[config.mk]
export PLATFORM = sky130hd
export DESIGN_NAME = smi_txn_scheduler
export DESIGN_NICKNAME = d
export VERILOG_FILES = /design/src/rtl/smi_pkg.sv /design/src/rtl/smi_txn_scheduler_poll_timer.sv /design/src/rtl/smi_txn_scheduler.sv
export SDC_FILE = /design/constraint.sdc
export NUM_CORES = 1
export LEC_CHECK = 0
export BUFFER_PORTS_ARGS = -buffer_cell sky130_fd_sc_hd__buf_2
export CAP_MARGIN = 10
export CORE_MARGIN = 2
export CORE_UTILIZATION = 55
export CTS_CLUSTER_SIZE = 25
export DETAILED_ROUTE_END_ITERATION = 7
export PLACE_DENSITY_LB_ADDON = 0.12
export SKIP_LAST_GASP = 1
export SLEW_MARGIN = 0
export SYNTH_ARGS = -nofsm -noshare
export SYNTH_HDL_FRONTEND = slang
export SYNTH_HIERARCHICAL = 1
export SYNTH_SLANG_ARGS = --single-unit
[constraint.sdc]
create_clock -name clk -period 6.6 [get_ports clk]
set_input_delay 0.99 -clock clk [delete_from_list [all_inputs] [get_ports clk]]
set_output_delay 0.99 -clock clk [all_outputs]
set_load 0.02 [all_outputs]
[src/rtl/smi_pkg.sv]
// Shared types for the SMI transaction scheduler.
// Request bundle, FSM states and transaction owners.
package smi_pkg;

    localparam int PHY_W   = 5;
    localparam int REG_W   = 5;
    localparam int DATA_W  = 16;
    localparam int ERR_W   = 8;
    localparam logic [ERR_W-1:0] ERR_MAX = '1;

    typedef enum logic [1:0] {
        IDLE,
        ISSUE,
        WAIT,
        DONE
    } state_t;

    typedef enum logic {
        HOST,
        POLL
    } owner_t;

    typedef struct packed {
        logic              mode;
        logic [PHY_W-1:0]  phy;
        logic [REG_W-1:0]  reg_addr;
        logic [DATA_W-1:0] data;
    } smi_req_t;

endpackage

[src/rtl/smi_txn_scheduler_poll_timer.sv]
// Free-running poll period counter.
// Emits a one-cycle tick every POLL_PERIOD enabled cycles.
module smi_poll_timer #(
    parameter int POLL_PERIOD = 50000000,
    parameter int PERIOD_W    = $clog2(POLL_PERIOD + 1)
) (
    input  logic clk,
    input  logic i_reset,
    input  logic i_en,
    output logic o_tick
);

    logic [PERIOD_W-1:0] cnt_q;
    logic [PERIOD_W-1:0] cnt_d;

    // Count while enabled, wrap and tick at the end of the period.
    always_comb begin
        cnt_d  = cnt_q;
        o_tick = 1'b0;
        if (!i_en) begin
            cnt_d = '0;
        end else if (cnt_q == PERIOD_W'(POLL_PERIOD - 1)) begin
            cnt_d  = '0;
            o_tick = 1'b1;
        end else begin
            cnt_d = cnt_q + PERIOD_W'(1);
        end
    end

    // Counter register.
    always_ff @(posedge clk) begin
        if (i_reset) begin
            cnt_q <= '0;
        end else begin
            cnt_q <= cnt_d;
        end
    end

endmodule

[src/rtl/smi_txn_scheduler.sv]
// Shares one SMI/MDIO engine between the host port and a status poller.
// Host wins arbitration; each transaction is bounded by a timeout.
module smi_txn_scheduler
    import smi_pkg::*;
#(
    parameter int POLL_PERIOD = 50000000,
    parameter int TIMEOUT     = 4096,
    parameter int PERIOD_W    = $clog2(POLL_PERIOD + 1),
    parameter int TO_W        = $clog2(TIMEOUT + 1)
) (
    input  logic              clk,
    input  logic              i_reset,
    input  logic              i_host_req,
    input  logic              i_host_mode,
    input  logic [PHY_W-1:0]  i_host_phy,
    input  logic [REG_W-1:0]  i_host_reg,
    input  logic [DATA_W-1:0] i_host_wdata,
    output logic              o_host_busy,
    output logic              o_host_done,
    output logic              o_host_err,
    output logic [DATA_W-1:0] o_host_rdata,
    input  logic              i_poll_en,
    input  logic [PHY_W-1:0]  i_poll_phy,
    input  logic [REG_W-1:0]  i_poll_reg,
    output logic              o_poll_valid,
    output logic [DATA_W-1:0] o_poll_data,
    output logic [ERR_W-1:0]  o_poll_err_cnt,
    output logic              o_mode,
    output logic [PHY_W-1:0]  o_phy_addr,
    output logic [REG_W-1:0]  o_reg_addr,
    output logic [DATA_W-1:0] o_data,
    output logic              o_en,
    input  logic              i_dv,
    input  logic [DATA_W-1:0] i_rdata
);

    state_t            state_q, state_d;
    owner_t            owner_q, owner_d;
    logic              host_pend_q, host_pend_d;
    logic              poll_pend_q, poll_pend_d;
    smi_req_t          host_req_q, host_req_d;
    smi_req_t          eng_q, eng_d;
    logic [TO_W-1:0]   to_cnt_q, to_cnt_d;
    logic              en_q, en_d;
    logic              host_done_q, host_done_d;
    logic              host_err_q, host_err_d;
    logic [DATA_W-1:0] host_rdata_q, host_rdata_d;
    logic              poll_valid_q, poll_valid_d;
    logic [DATA_W-1:0] poll_data_q, poll_data_d;
    logic [ERR_W-1:0]  err_cnt_q, err_cnt_d;
    logic              poll_tick;
    logic              host_busy;
    logic              fin;
    logic              fin_err;

    smi_poll_timer #(
        .POLL_PERIOD (POLL_PERIOD),
        .PERIOD_W    (PERIOD_W)
    ) u_poll_timer (
        .clk     (clk),
        .i_reset (i_reset),
        .i_en    (i_poll_en),
        .o_tick  (poll_tick)
    );

    assign host_busy = host_pend_q
                     | (owner_q == HOST && state_q != IDLE);

    // Request latching, arbitration and transaction sequencing.
    always_comb begin
        state_d      = state_q;
        owner_d      = owner_q;
        host_pend_d  = host_pend_q;
        poll_pend_d  = poll_pend_q;
        host_req_d   = host_req_q;
        eng_d        = eng_q;
        to_cnt_d     = to_cnt_q;
        en_d         = 1'b0;
        host_done_d  = 1'b0;
        host_err_d   = 1'b0;
        host_rdata_d = host_rdata_q;
        poll_valid_d = 1'b0;
        poll_data_d  = poll_data_q;
        err_cnt_d    = err_cnt_q;
        fin          = 1'b0;
        fin_err      = 1'b0;

        if (i_host_req && !host_busy) begin
            host_pend_d         = 1'b1;
            host_req_d.mode     = i_host_mode;
            host_req_d.phy      = i_host_phy;
            host_req_d.reg_addr = i_host_reg;
            host_req_d.data     = i_host_wdata;
        end

        if (!i_poll_en) begin
            poll_pend_d = 1'b0;
        end else if (poll_tick && !poll_pend_q) begin
            poll_pend_d = 1'b1;
        end

        unique case (state_q)
            IDLE: begin
                if (host_pend_q) begin
                    owner_d     = HOST;
                    host_pend_d = 1'b0;
                    eng_d       = host_req_q;
                    en_d        = 1'b1;
                    state_d     = ISSUE;
                end else if (poll_pend_q && i_poll_en) begin
                    owner_d        = POLL;
                    poll_pend_d    = 1'b0;
                    eng_d.mode     = 1'b0;
                    eng_d.phy      = i_poll_phy;
                    eng_d.reg_addr = i_poll_reg;
                    eng_d.data     = '0;
                    en_d           = 1'b1;
                    state_d        = ISSUE;
                end
            end
            ISSUE: begin
                to_cnt_d = '0;
                state_d  = WAIT;
            end
            WAIT: begin
                if (i_dv) begin
                    fin = 1'b1;
                end else if (to_cnt_q == TO_W'(TIMEOUT - 1)) begin
                    fin     = 1'b1;
                    fin_err = 1'b1;
                end else begin
                    to_cnt_d = to_cnt_q + TO_W'(1);
                end
            end
            DONE: begin
                state_d = IDLE;
            end
        endcase

        if (fin) begin
            state_d = DONE;
            if (owner_q == HOST) begin
                host_done_d = 1'b1;
                host_err_d  = fin_err;
                if (!fin_err && !eng_q.mode) begin
                    host_rdata_d = i_rdata;
                end
            end else if (!fin_err) begin
                poll_valid_d = 1'b1;
                poll_data_d  = i_rdata;
            end else if (err_cnt_q != ERR_MAX) begin
                err_cnt_d = err_cnt_q + ERR_W'(1);
            end
        end
    end

    // State and registered outputs.
    always_ff @(posedge clk) begin
        if (i_reset) begin
            state_q      <= IDLE;
            owner_q      <= HOST;
            host_pend_q  <= 1'b0;
            poll_pend_q  <= 1'b0;
            host_req_q   <= '0;
            eng_q        <= '0;
            to_cnt_q     <= '0;
            en_q         <= 1'b0;
            host_done_q  <= 1'b0;
            host_err_q   <= 1'b0;
            host_rdata_q <= '0;
            poll_valid_q <= 1'b0;
            poll_data_q  <= '0;
            err_cnt_q    <= '0;
        end else begin
            state_q      <= state_d;
            owner_q      <= owner_d;
            host_pend_q  <= host_pend_d;
            poll_pend_q  <= poll_pend_d;
            host_req_q   <= host_req_d;
            eng_q        <= eng_d;
            to_cnt_q     <= to_cnt_d;
            en_q         <= en_d;
            host_done_q  <= host_done_d;
            host_err_q   <= host_err_d;
            host_rdata_q <= host_rdata_d;
            poll_valid_q <= poll_valid_d;
            poll_data_q  <= poll_data_d;
            err_cnt_q    <= err_cnt_d;
        end
    end

    assign o_host_busy    = host_busy;
    assign o_host_done    = host_done_q;
    assign o_host_err     = host_err_q;
    assign o_host_rdata   = host_rdata_q;
    assign o_poll_valid   = poll_valid_q;
    assign o_poll_data    = poll_data_q;
    assign o_poll_err_cnt = err_cnt_q;
    assign o_mode         = eng_q.mode;
    assign o_phy_addr     = eng_q.phy;
    assign o_reg_addr     = eng_q.reg_addr;
    assign o_data         = eng_q.data;
    assign o_en           = en_q;

endmodule
==> results of run 1 <==
-- final cells by class --
| class | count | area, um2 |
|---|---|---|
| clock inverters | 6 | 133 |
| repair buffers | 133 | 678 |
| multi-input cells | 480 | 2660 |
| fillers | 868 | 3190 |
| well taps | 136 | 170 |
| flip-flops and latches | 142 | 2840 |
| inverters | 11 | 41.3 |
| clock buffers | 23 | 477 |
-- logic make-up after synthesis --
group | share of synthesized area
buffers and inverters | 0.0375
muxes | 0.0252
AOI/OAI and AO/OA | 0.164
DFF | 0.499
adders and majority gates | 0.00659
and+or+nand+nor | 0.247
xor gates and xnor gates | 0.0200
-- registers in the layout (all words and copies together), names as in the netlist, 2 cells and up --
register	flops
host_req_q	27
u_poll_timer/cnt_q	26
o_data	16
o_host_rdata	16
o_poll_data	16
to_cnt_q	13
o_poll_err_cnt	8
o_phy_addr	5
o_reg_addr	5
state_q	2
-- per-stage QoR --
stage          instance area [um2]  power, W  std cells  utilization
2_1_floorplan                 5700   0.00105        673            -
3_3_place_gp                  6390   0.00111        902        0.627
3_5_place_dp                  6390   0.00112        902        0.627
4_1_cts                       7000   0.00210        931        0.687
5_1_grt                       7000   0.00217        931        0.687
6_report                      7000   0.00209        931        0.687
-- worst reg2reg max path: stages, from the launching register on --
cell and delay, ps:
dfxtp_1 520, or4b_1 470, or4_4 630, nor3b_1 350
mux2_2 380
-- cell usage in the layout, fill, tap and decap left out, types with 8 or more instances in the layout --
cell type / synthesis / routed
a211oi_1: 10 / 10
a21oi_1: 76 / 76
a22oi_1: 17 / 17
buf_2: 3 / 128
clkbuf_16: 0 / 16
dfxtp_1: 142 / 142
inv_1: 10 / 10
mux2i_1: 11 / 11
nand2_1: 139 / 139
nand3_1: 21 / 21
nand4_1: 15 / 15
nor2_1: 60 / 60
nor3_1: 11 / 10
o21ai_0: 16 / 16
or4_1: 10 / 10
xnor2_1: 8 / 8
-- routing by layer --
layer,up-vias,share of wire,GRT usage
li1,2597,-,-
met2,155,0.50,0.429
met5,-,0,0
met1,2515,0.42,0.304
met4,0,0.018,0.0921
met3,20,0.067,0.0829
-- power groups by stage --
stage | sequential [W] | combinational (W) | clock [W]
2_1_floorplan | 0.000942 | 0.000110 | 0
3_3_place_gp | 0.000932 | 0.000179 | 0
3_5_place_dp | 0.000933 | 0.000184 | 0
4_1_cts | 0.000915 | 0.000186 | 0.000998
5_1_grt | 0.000920 | 0.000205 | 0.00104
6_report | 0.000916 | 0.000186 | 0.000986
-- synthesized netlist by cell type, types with 7 or more instances --
library cell	number	area share
inv_1	10	0.0066
or4_1	10	0.013
a211oi_1	10	0.013
mux2i_1	11	0.019
nor3_1	11	0.0097
a22oi_1	17	0.022
xnor2_1	8	0.012
o21ai_0	16	0.014
and3_1	7	0.0077
o31ai_1	7	0.0092
a21oi_1	76	0.067
clkbuf_1	32	0.021
dfxtp_1	142	0.50
nand3_1	21	0.018
or3_1	7	0.0077
nor2_1	60	0.040
nand4_1	15	0.016
nand2_1	139	0.092
-- how the worst max path moves through the flow --
| stage | from | cells past startpoint | endpoint | slack (ps) |
|---|---|---|---|---|
| after global placement | i_dv | 5 | o_poll_err_cnt[0] | 3550 |
| after detailed placement | i_dv | 5 | o_poll_err_cnt[0] | 3520 |
| after CTS | host_pend_q | 3 | o_host_busy | 3640 |
| final | host_pend_q | 3 | o_host_busy | 3660 |
| after global routing | host_pend_q | 3 | o_host_busy | 3540 |
| after floorplan | i_dv | 6 | o_poll_err_cnt[6] | 3680 |
==> results.tsv, run 1 <==
metric	value	unit
combinational power share	0.089	
# H-tree levels	4	
Synthesis Warnings	6	
Min Hold Slack	454	ps
hold wc startpoint	host_req_q[17]	
r2r worst-path depth	4	
CTS Buffer Depth	2	
Tot GR Track Use	0.255	
min-delay worst type	register to register	
Post-synth EDFFs	0	
startpoint types	register	
largest net degree at the start of global routing	110	
required time of the critical path	5610	ps
worst reg2reg startpoint	state_q[1]	
GP Congestion	0.842	
synth unique cells	55	
slew margin rel.	0.270	
switching share of total power	0.232	
Synth Net Count	734	
worst-path maximum fanout	13	
via count	5287	
max incr delay on CP	770	ps
via density per instance	5.68	
internal power	0.00160	W
I/O Pins	130	
clk_lat worst skew	520	ps
Worst Hold Endpoint	host_req_q[17]	
Peak VDD IR	191	uV
post-synthesis cell count	673	
max-cap violation count	0	
DR iter-0 viols	285	
Period minus WS final	2940	ps
Worst path slowest cell	dfxtp_1	
port bufs	129	
Die Area	11200	um2
vias in the first global route	5007	
# setup viols final	0	
Clock Skews	11.2	ps
Num CTS Buffers	17	
synthesis-stage register bit count	142	
async set-reset flop share out of synthesis	0	
critical path, cell by cell	inv_1, o21ai_0, buf_2	
Row Count	37	
layout overhead on the synthesized area	22.8	%
DRC Markers	0	
TNS Setup	0	ps
Flop pwr share	0.439	
leakage power total	2.74	nW
layout cell share with drive strength beyond 1	0.215	
clock power share	0.472	
DPL Wire Length	9300	um
GRT overflow	0	
final count of hold timing violations	0	
Routed WL	14100	um
final setup margin	3660	ps
cts hold-fix bufs	0	
outcome	finished clean	
Pins Over Slew Limit	0	
initial antenna violation count	0	
CTS tree	built	
number of nets still failing antenna checks after routing	0	
first drt pass iteration count	5	
Mapped Area	5700	um2
Tcrit/Tclk final	0.446	
Routed WL per cell	15.1	um
first-pass GRT wire length	23000	um
critical path type	register to primary output	
core area	10200	um2
Clk Tree Root Cell	clkbuf_8	
CP Buf/Inv Count	2	
post-synthesis sequential area ratio	0.499	
Chip Height	106	um
reg-to-reg endpoint	o_poll_err_cnt[0]	
post-CTS setup buffers	0	
CTS sink count	142	
Crit path max-delay family	flip-flops	
Die X-Extent	106	um
crit end category	primary output	
worst slack at placement	3520	ps
unrepaired setup endpoints after global routing	no	
switching power	0.000485	W
Clk pin slew, worst setup/hold paths	60	ps
FF-to-FF setup slack	4140	ps
critical path arrival	1950	ps
worst-margin pin slew	1100	ps
FMAX	0.340	GHz
post_cts resized	0	
antenna diode count	0	
Hold Crit Depth	2	
nets	846	
Most used DFF post-synth	dfxtp_1	
initial core utilization	0.560	
syn_area_per_cell	8.47	um2
pwr dens	298	nW/um2
Note: power is estimated with default switching activity, not from simulation.
==> inputs of run 2 (changes only) <==
--- a/config.mk
+++ b/config.mk
@@ -5,10 +5,11 @@
 export SDC_FILE = /design/constraint.sdc
 export NUM_CORES = 1
 export LEC_CHECK = 0
+export ABC_AREA = 1
 export BUFFER_PORTS_ARGS = -buffer_cell sky130_fd_sc_hd__buf_2
 export CAP_MARGIN = 10
 export CORE_MARGIN = 2
-export CORE_UTILIZATION = 55
+export CORE_UTILIZATION = 49
 export CTS_CLUSTER_SIZE = 25
 export DETAILED_ROUTE_END_ITERATION = 7
 export PLACE_DENSITY_LB_ADDON = 0.12
==> constraint.sdc (replaced) <==
create_clock -name clk -period 2.5 [get_ports clk]
set_input_delay 0.375 -clock clk [delete_from_list [all_inputs] [get_ports clk]]
set_output_delay 0.375 -clock clk [all_outputs]
set_load 0.02 [all_outputs]
==> run 2 against run 1 <==
- worst setup slack got worse by 3000 ps
- count of clock-buffer cells in the layout down 1
- synthesized cell count is 23% higher
- via count up 3.8%
- synthesized area is 5.1% higher
- sequential power rose to 3.0 times the previous value
- final area up 4.4%
- global-route usage is 3.6 points lower
- register-to-register slack got worse by 3500 ps
- clock power rose to 2.5 times the previous value
- clock skew is 1.2 ps lower
- sequential share of layout area down 1.7 points
- critical endpoint is now to_cnt_q[3]
- highest routed layer is now met5
==> results.tsv, run 2 <==
metric	value	unit
outcome	finished clean	
worst slack at placement	697	ps
grt peak-use layer	met2	
nets	1011	
cts hold-fix bufs	0	
core area	12000	um2
Routed WL	14000	um
routing usage on met3	0.0799	
Crit path max-delay family	simple AND/OR/NAND/NOR gates	
min-delay worst type	input pin to register	
synth unique cells	39	
first drt pass iteration count	4	
critical path type	register to register	
FMAX	0.548	GHz
Synth Net Count	889	
post_cts resized	0	
max incr delay on CP	370	ps
via density per instance	4.95	
internal power	0.00446	W
Num CTS Buffers	17	
Peak VDD IR	596	uV
critical path arrival	2190	ps
via count	5489	
startpoint types	register	
Row Count	40	
async set-reset flop share out of synthesis	0	
Clk pin slew, worst setup/hold paths	60	ps
slew margin rel.	0.471	
max-cap violation count	0	
Post-synth EDFFs	0	
final count of hold timing violations	0	
CTS Buffer Depth	2	
post-CTS setup buffers	0	
final setup margin	675	ps
leakage power total	3.10	nW
top post-synthesis cells by area	dfxtp_1, nand2_1, nor2_1, o21ai_0, a21oi_1	
synthesis-stage register bit count	142	
# H-tree levels	4	
Synthesis Warnings	6	
post-synthesis cell count	828	
crit end category	register	
GRT overflow	0	
layout cell share with drive strength beyond 1	0.211	
Pwr Total	0.00654	W
Die X-Extent	115	um
Largest register FFs	27	
vias in the first global route	4991	
clock power share	0.378	
FF-to-FF setup slack	680	ps
largest reg by FF count	host_req_q	
combinational power share	0.205	
syn_area_per_cell	7.23	um2
antenna diode count	0	
commonest non-fill, non-tap cell in the layout	nand2_1	
unrepaired setup endpoints after global routing	no	
TNS Setup	0	ps
switching power	0.00208	W
number of nets still failing antenna checks after routing	0	
Min Hold Slack	193	ps
GP Congestion	0.854	
initial core utilization	0.501	
I/O Pins	130	
worst-path maximum fanout	13	
met2 Use GR	0.355	
biggest regs	host_req_q x27, u_poll_timer/cnt_q x26	
DR iter-0 viols	241	
Tcrit/Tclk final	0.730	
pwr dens	896	nW/um2
Post-synth top cells	nand2_1, nor2_1, dfxtp_1, inv_1, o21ai_0	
M1 GR Usage	0.266	
# setup viols final	0	
Clock Skews	9.98	ps
DPL Wire Length	9680	um
Worst path slowest cell	dfxtp_1	
Die Area	13100	um2
Pins Over Slew Limit	0	
largest net degree at the start of global routing	44	
Tot GR Track Use	0.219	
post-synth top area share	0.475	
Chip Height	115	um
Most used DFF post-synth	dfxtp_1	
worst-margin pin slew	793	ps
layout overhead on the synthesized area	21.9	%
leading area contributor after synthesis	dfxtp_1	
commonest cells after routing, fill and taps aside	nand2_1, nor2_1, dfxtp_1	
CP Buf/Inv Count	1	
clk_lat worst skew	420	ps
DRC Markers	0	
Clk Tree Root Cell	clkbuf_16	
Routed WL per cell	12.6	um
Flop pwr share	0.417	
switching share of total power	0.318	
Mapped Area	5990	um2
port bufs	129	
post-synthesis sequential area ratio	0.475	
Fillers	1170	
initial antenna violation count	1	
Period minus WS final	1820	ps
CTS tree	built	
required time of the critical path	2860	ps
first-pass GRT wire length	23000	um
CTS sink count	142	
top-count cell post-synth	nand2_1	
critical path, cell by cell	ha_1, nand3_1, inv_2, nand2_4, o21ai_4, nand2_2, o22ai_1, and2_1	
-- run 2: cell count changes in the layout (fill, tap and decap cells not counted), sizes merged, moves of 9 or more --
cell    before  now
nand2      139  176
inv         10   70
or4         12    0
a22oi       17    0
a31oi        2   11
o21ai       17   82
mux2i       11    0
a21oi       76   59
nor2        60  186
a211oi      10    1
nand3       22   31
nand4       15    6
-- run 2: area by class of cell --
cell class              instances  area (um2)  area share
clock inverters                10         104      0.0142
multi-input cells             586        2730       0.373
well taps                     147         184      0.0252
flip-flops and latches        142        2840       0.389
clock buffers                  22         484      0.0663
repair buffers                135         703      0.0963
inverters                      68         260      0.0356
-- run 2: per-stage QoR --
step	instance area, um2	cells	util
floorplan	5990	828	-
CTS	7300	1110	0.611
global route	7300	1110	0.611
global placement	6720	1078	0.561
detailed placement	6720	1078	0.561
finish	7300	1110	0.611
-- run 2: routing by layer --
metal  vias to the layer above  share of wire
met4                         2          0.014
met3                        18          0.060
met5                         -        0.00093
li1                       2893              -
met1                      2457           0.46
met2                       119           0.47
-- run 2: power groups by stage --
stage	Sequential, W	Clock (W)	Combinational [W]
floorplan	0.00291	0	0.000833
global placement	0.00277	0	0.00133
detailed placement	0.00277	0	0.00135
CTS	0.00273	0.00252	0.00135
global route	0.00276	0.00262	0.00151
finish	0.00273	0.00247	0.00134
-- run 2: logic make-up (layout without fill, tap and decap cells) --
| family | Yosys count | in the layout | synth area share |
|---|---|---|---|
| flops | 142 | 142 | 0.475 |
| simple gates | 412 | 412 | 0.288 |
| buf+inv | 100 | 235 | 0.0704 |
| fa+ha+maj | 3 | 3 | 0.00627 |
| compound gates | 157 | 157 | 0.140 |
| xor+xnor | 14 | 14 | 0.0205 |
-- run 2: worst reg2reg max path, stage by stage, from the launching register on --
cell and delay [ps]:
dfxtp_1 370, ha_1 200, nand3_1 160, inv_2 120
nand2_4 80, o21ai_4 350, nand2_2 210, o22ai_1 150
and2_1 130
-- run 2: path summary, 6_finish.rpt --
path / startpoint / end / cells after the start
min reg2reg: o_host_rdata[12] / o_host_rdata[12] / 2
min: i_host_wdata[8] / host_req_q[8] / 3
max reg2reg: to_cnt_q[0] / to_cnt_q[3] / 8
max: to_cnt_q[0] / to_cnt_q[3] / 8
==> inputs of run 3 (changes only) <==
==> constraint.sdc (replaced) <==
create_clock -name clk -period 1.5 [get_ports clk]
set_input_delay 0.225 -clock clk [delete_from_list [all_inputs] [get_ports clk]]
set_output_delay 0.225 -clock clk [all_outputs]
set_load 0.02 [all_outputs]
==> run 3 against run 2 <==
- the flow now finishes with violations (negative setup slack)
- power up 75%
- register-to-register slack worse by 700 ps
- sequential cell count is the same
- via count is 5.5% higher
- sequential power up 66%
==> results.tsv, run 3 (synthesis gave the netlist of run 2 again) <==
metric	value	unit
biggest regs	host_req_q x27, u_poll_timer/cnt_q x26	
vias in the first global route	5203	
clock power share	0.352	
WL met1	7040	um
commonest cells after routing, fill and taps aside	nand2_1, nor2_1, dfxtp_1	
Clk pin slew, worst setup/hold paths	60	ps
combinational power share	0.252	
Pwr Total	0.0115	W
Crit path max-delay family	flip-flops	
via density per instance	4.94	
Worst path slowest cell	dfxtp_2	
I/O Pins	130	
Clk Tree Root Cell	clkbuf_16	
first drt pass iteration count	4	
Row Count	40	
initial core utilization	0.501	
Tot GR Track Use	0.231	
max incr delay on CP	350	ps
startpoint types	register	
Routed WL	15200	um
Flop pwr share	0.396	
DRC Markers	0	
worst-path maximum fanout	6	
Pins Over Slew Limit	0	
required time of the critical path	1810	ps
Min Hold Slack	31.0	ps
unrepaired setup endpoints after global routing	yes	
met3 wire len	982	um
leakage power total	3.46	nW
CTS tree	built	
DR iter-0 viols	362	
critical path type	register to register	
CTS Buffer Depth	2	
min-delay worst type	input pin to register	
Multi-input gate area	2930	um2
failing checks	negative setup slack	
max-cap violation count	0	
cts hold-fix bufs	0	
Largest register FFs	27	
Fillers	1006	
FMAX	0.657	GHz
core area	12000	um2
Period minus WS final	1520	ps
final count of hold timing violations	0	
switching share of total power	0.310	
pwr dens	1410	nW/um2
CP Buf/Inv Count	1	
Die Area	13100	um2
crit end category	register	
Sequential cell area	2850	um2
Num CTS Buffers	17	
# H-tree levels	4	
final setup margin	-21.1	ps
switching power	0.00356	W
largest reg by FF count	host_req_q	
port bufs	129	
clk_lat worst skew	420	ps
first-pass GRT wire length	24400	um
# setup viols final	10	
commonest non-fill, non-tap cell in the layout	nand2_1	
metal2 WL	7040	um
Clock Skews	13.7	ps
slew margin rel.	0.732	
Chip Height	115	um
Peak VDD IR	1120	uV
via count	5789	
nets	1072	
worst-margin pin slew	401	ps
layout overhead on the synthesized area	35.6	%
internal power	0.00790	W
outcome	finished with violations	
CTS sink count	142	
critical path arrival	1830	ps
Tcrit/Tclk final	1.01	
DR top layer	met4	
critical path, cell by cell	ha_4, nand3_4, nor2_4, nand2_2, o21bai_4, clkbuf_16, nor2_2	
GP Congestion	0.839	
number of nets still failing antenna checks after routing	0	
Die X-Extent	115	um
Routed WL per cell	13.0	um
GRT overflow	0	
layout cell share with drive strength beyond 1	0.297	
DPL Wire Length	10100	um
largest net degree at the start of global routing	37	
initial antenna violation count	0	
==> run 3: layer usage <==
metal / vias up / track usage
met3: 14 / 0.0826
met1: 2614 / 0.308
li1: 3027 / -
met2: 134 / 0.353
met5: - / 0
met4: 0 / 0.0699
==> run 3: final timing paths <==
path	to	cells past startpoint	slack (ps)	start
worst max register to register	u_poll_timer/cnt_q[17]	7	-20	u_poll_timer/cnt_q[1]
worst max-delay path	u_poll_timer/cnt_q[17]	7	-20	u_poll_timer/cnt_q[1]
worst min-delay path	host_req_q[3]	3	30	i_host_wdata[3]
worst min register to register	o_host_rdata[7]	2	440	o_host_rdata[7]
==> run 3: metrics by stage <==
| step | worst slack (ps) | cell area, um2 | std cells | utilization | TNS, ps |
|---|---|---|---|---|---|
| after floorplan | 10.0 | 5990 | 828 | - | 0 |
| after global placement | 14.0 | 7100 | 1119 | 0.594 | 0 |
| after detailed placement | -15.1 | 7100 | 1119 | 0.594 | -29.4 |
| after CTS | -6.93 | 7790 | 1159 | 0.651 | -6.93 |
| after global routing | -97.6 | 8120 | 1170 | 0.679 | -1380 |
| final | -21.1 | 8120 | 1171 | 0.679 | -95.5 |
==> run 3: repair_timing <==
item | in CTS | in global routing
buffers inserted | 9 | 8
cloned | 0 | 3
pin swaps | 3 | 24
setup endpoints to repair | 7 | 89
resized for setup | 14 | 59
==> run 3: cell type report <==
cell class                      count  area share
Multi-Input combinational cell    586       0.361
Sequential cell                   142       0.351
Timing Repair Buffer              196       0.163
Clock buffer                       21      0.0554
Inverter                           68      0.0328
Tap cell                          147      0.0226
Clock inverter                     10      0.0142
Antenna cell                        1    0.000308
==> run 3: worst min-delay path: stages <==
cell	delay, ps
buf_2	70
o21ai_1	50
nor2_1	70
==> run 3: power groups by stage <==
stage / registers (W) / clock network [W] / logic (W)
CTS: 0.00453 / 0.00412 / 0.00272
floorplan: 0.00484 / 0 / 0.00139
global placement: 0.00458 / 0 / 0.00259
global route: 0.00460 / 0.00430 / 0.00319
finish: 0.00453 / 0.00404 / 0.00289
detailed placement: 0.00459 / 0 / 0.00262
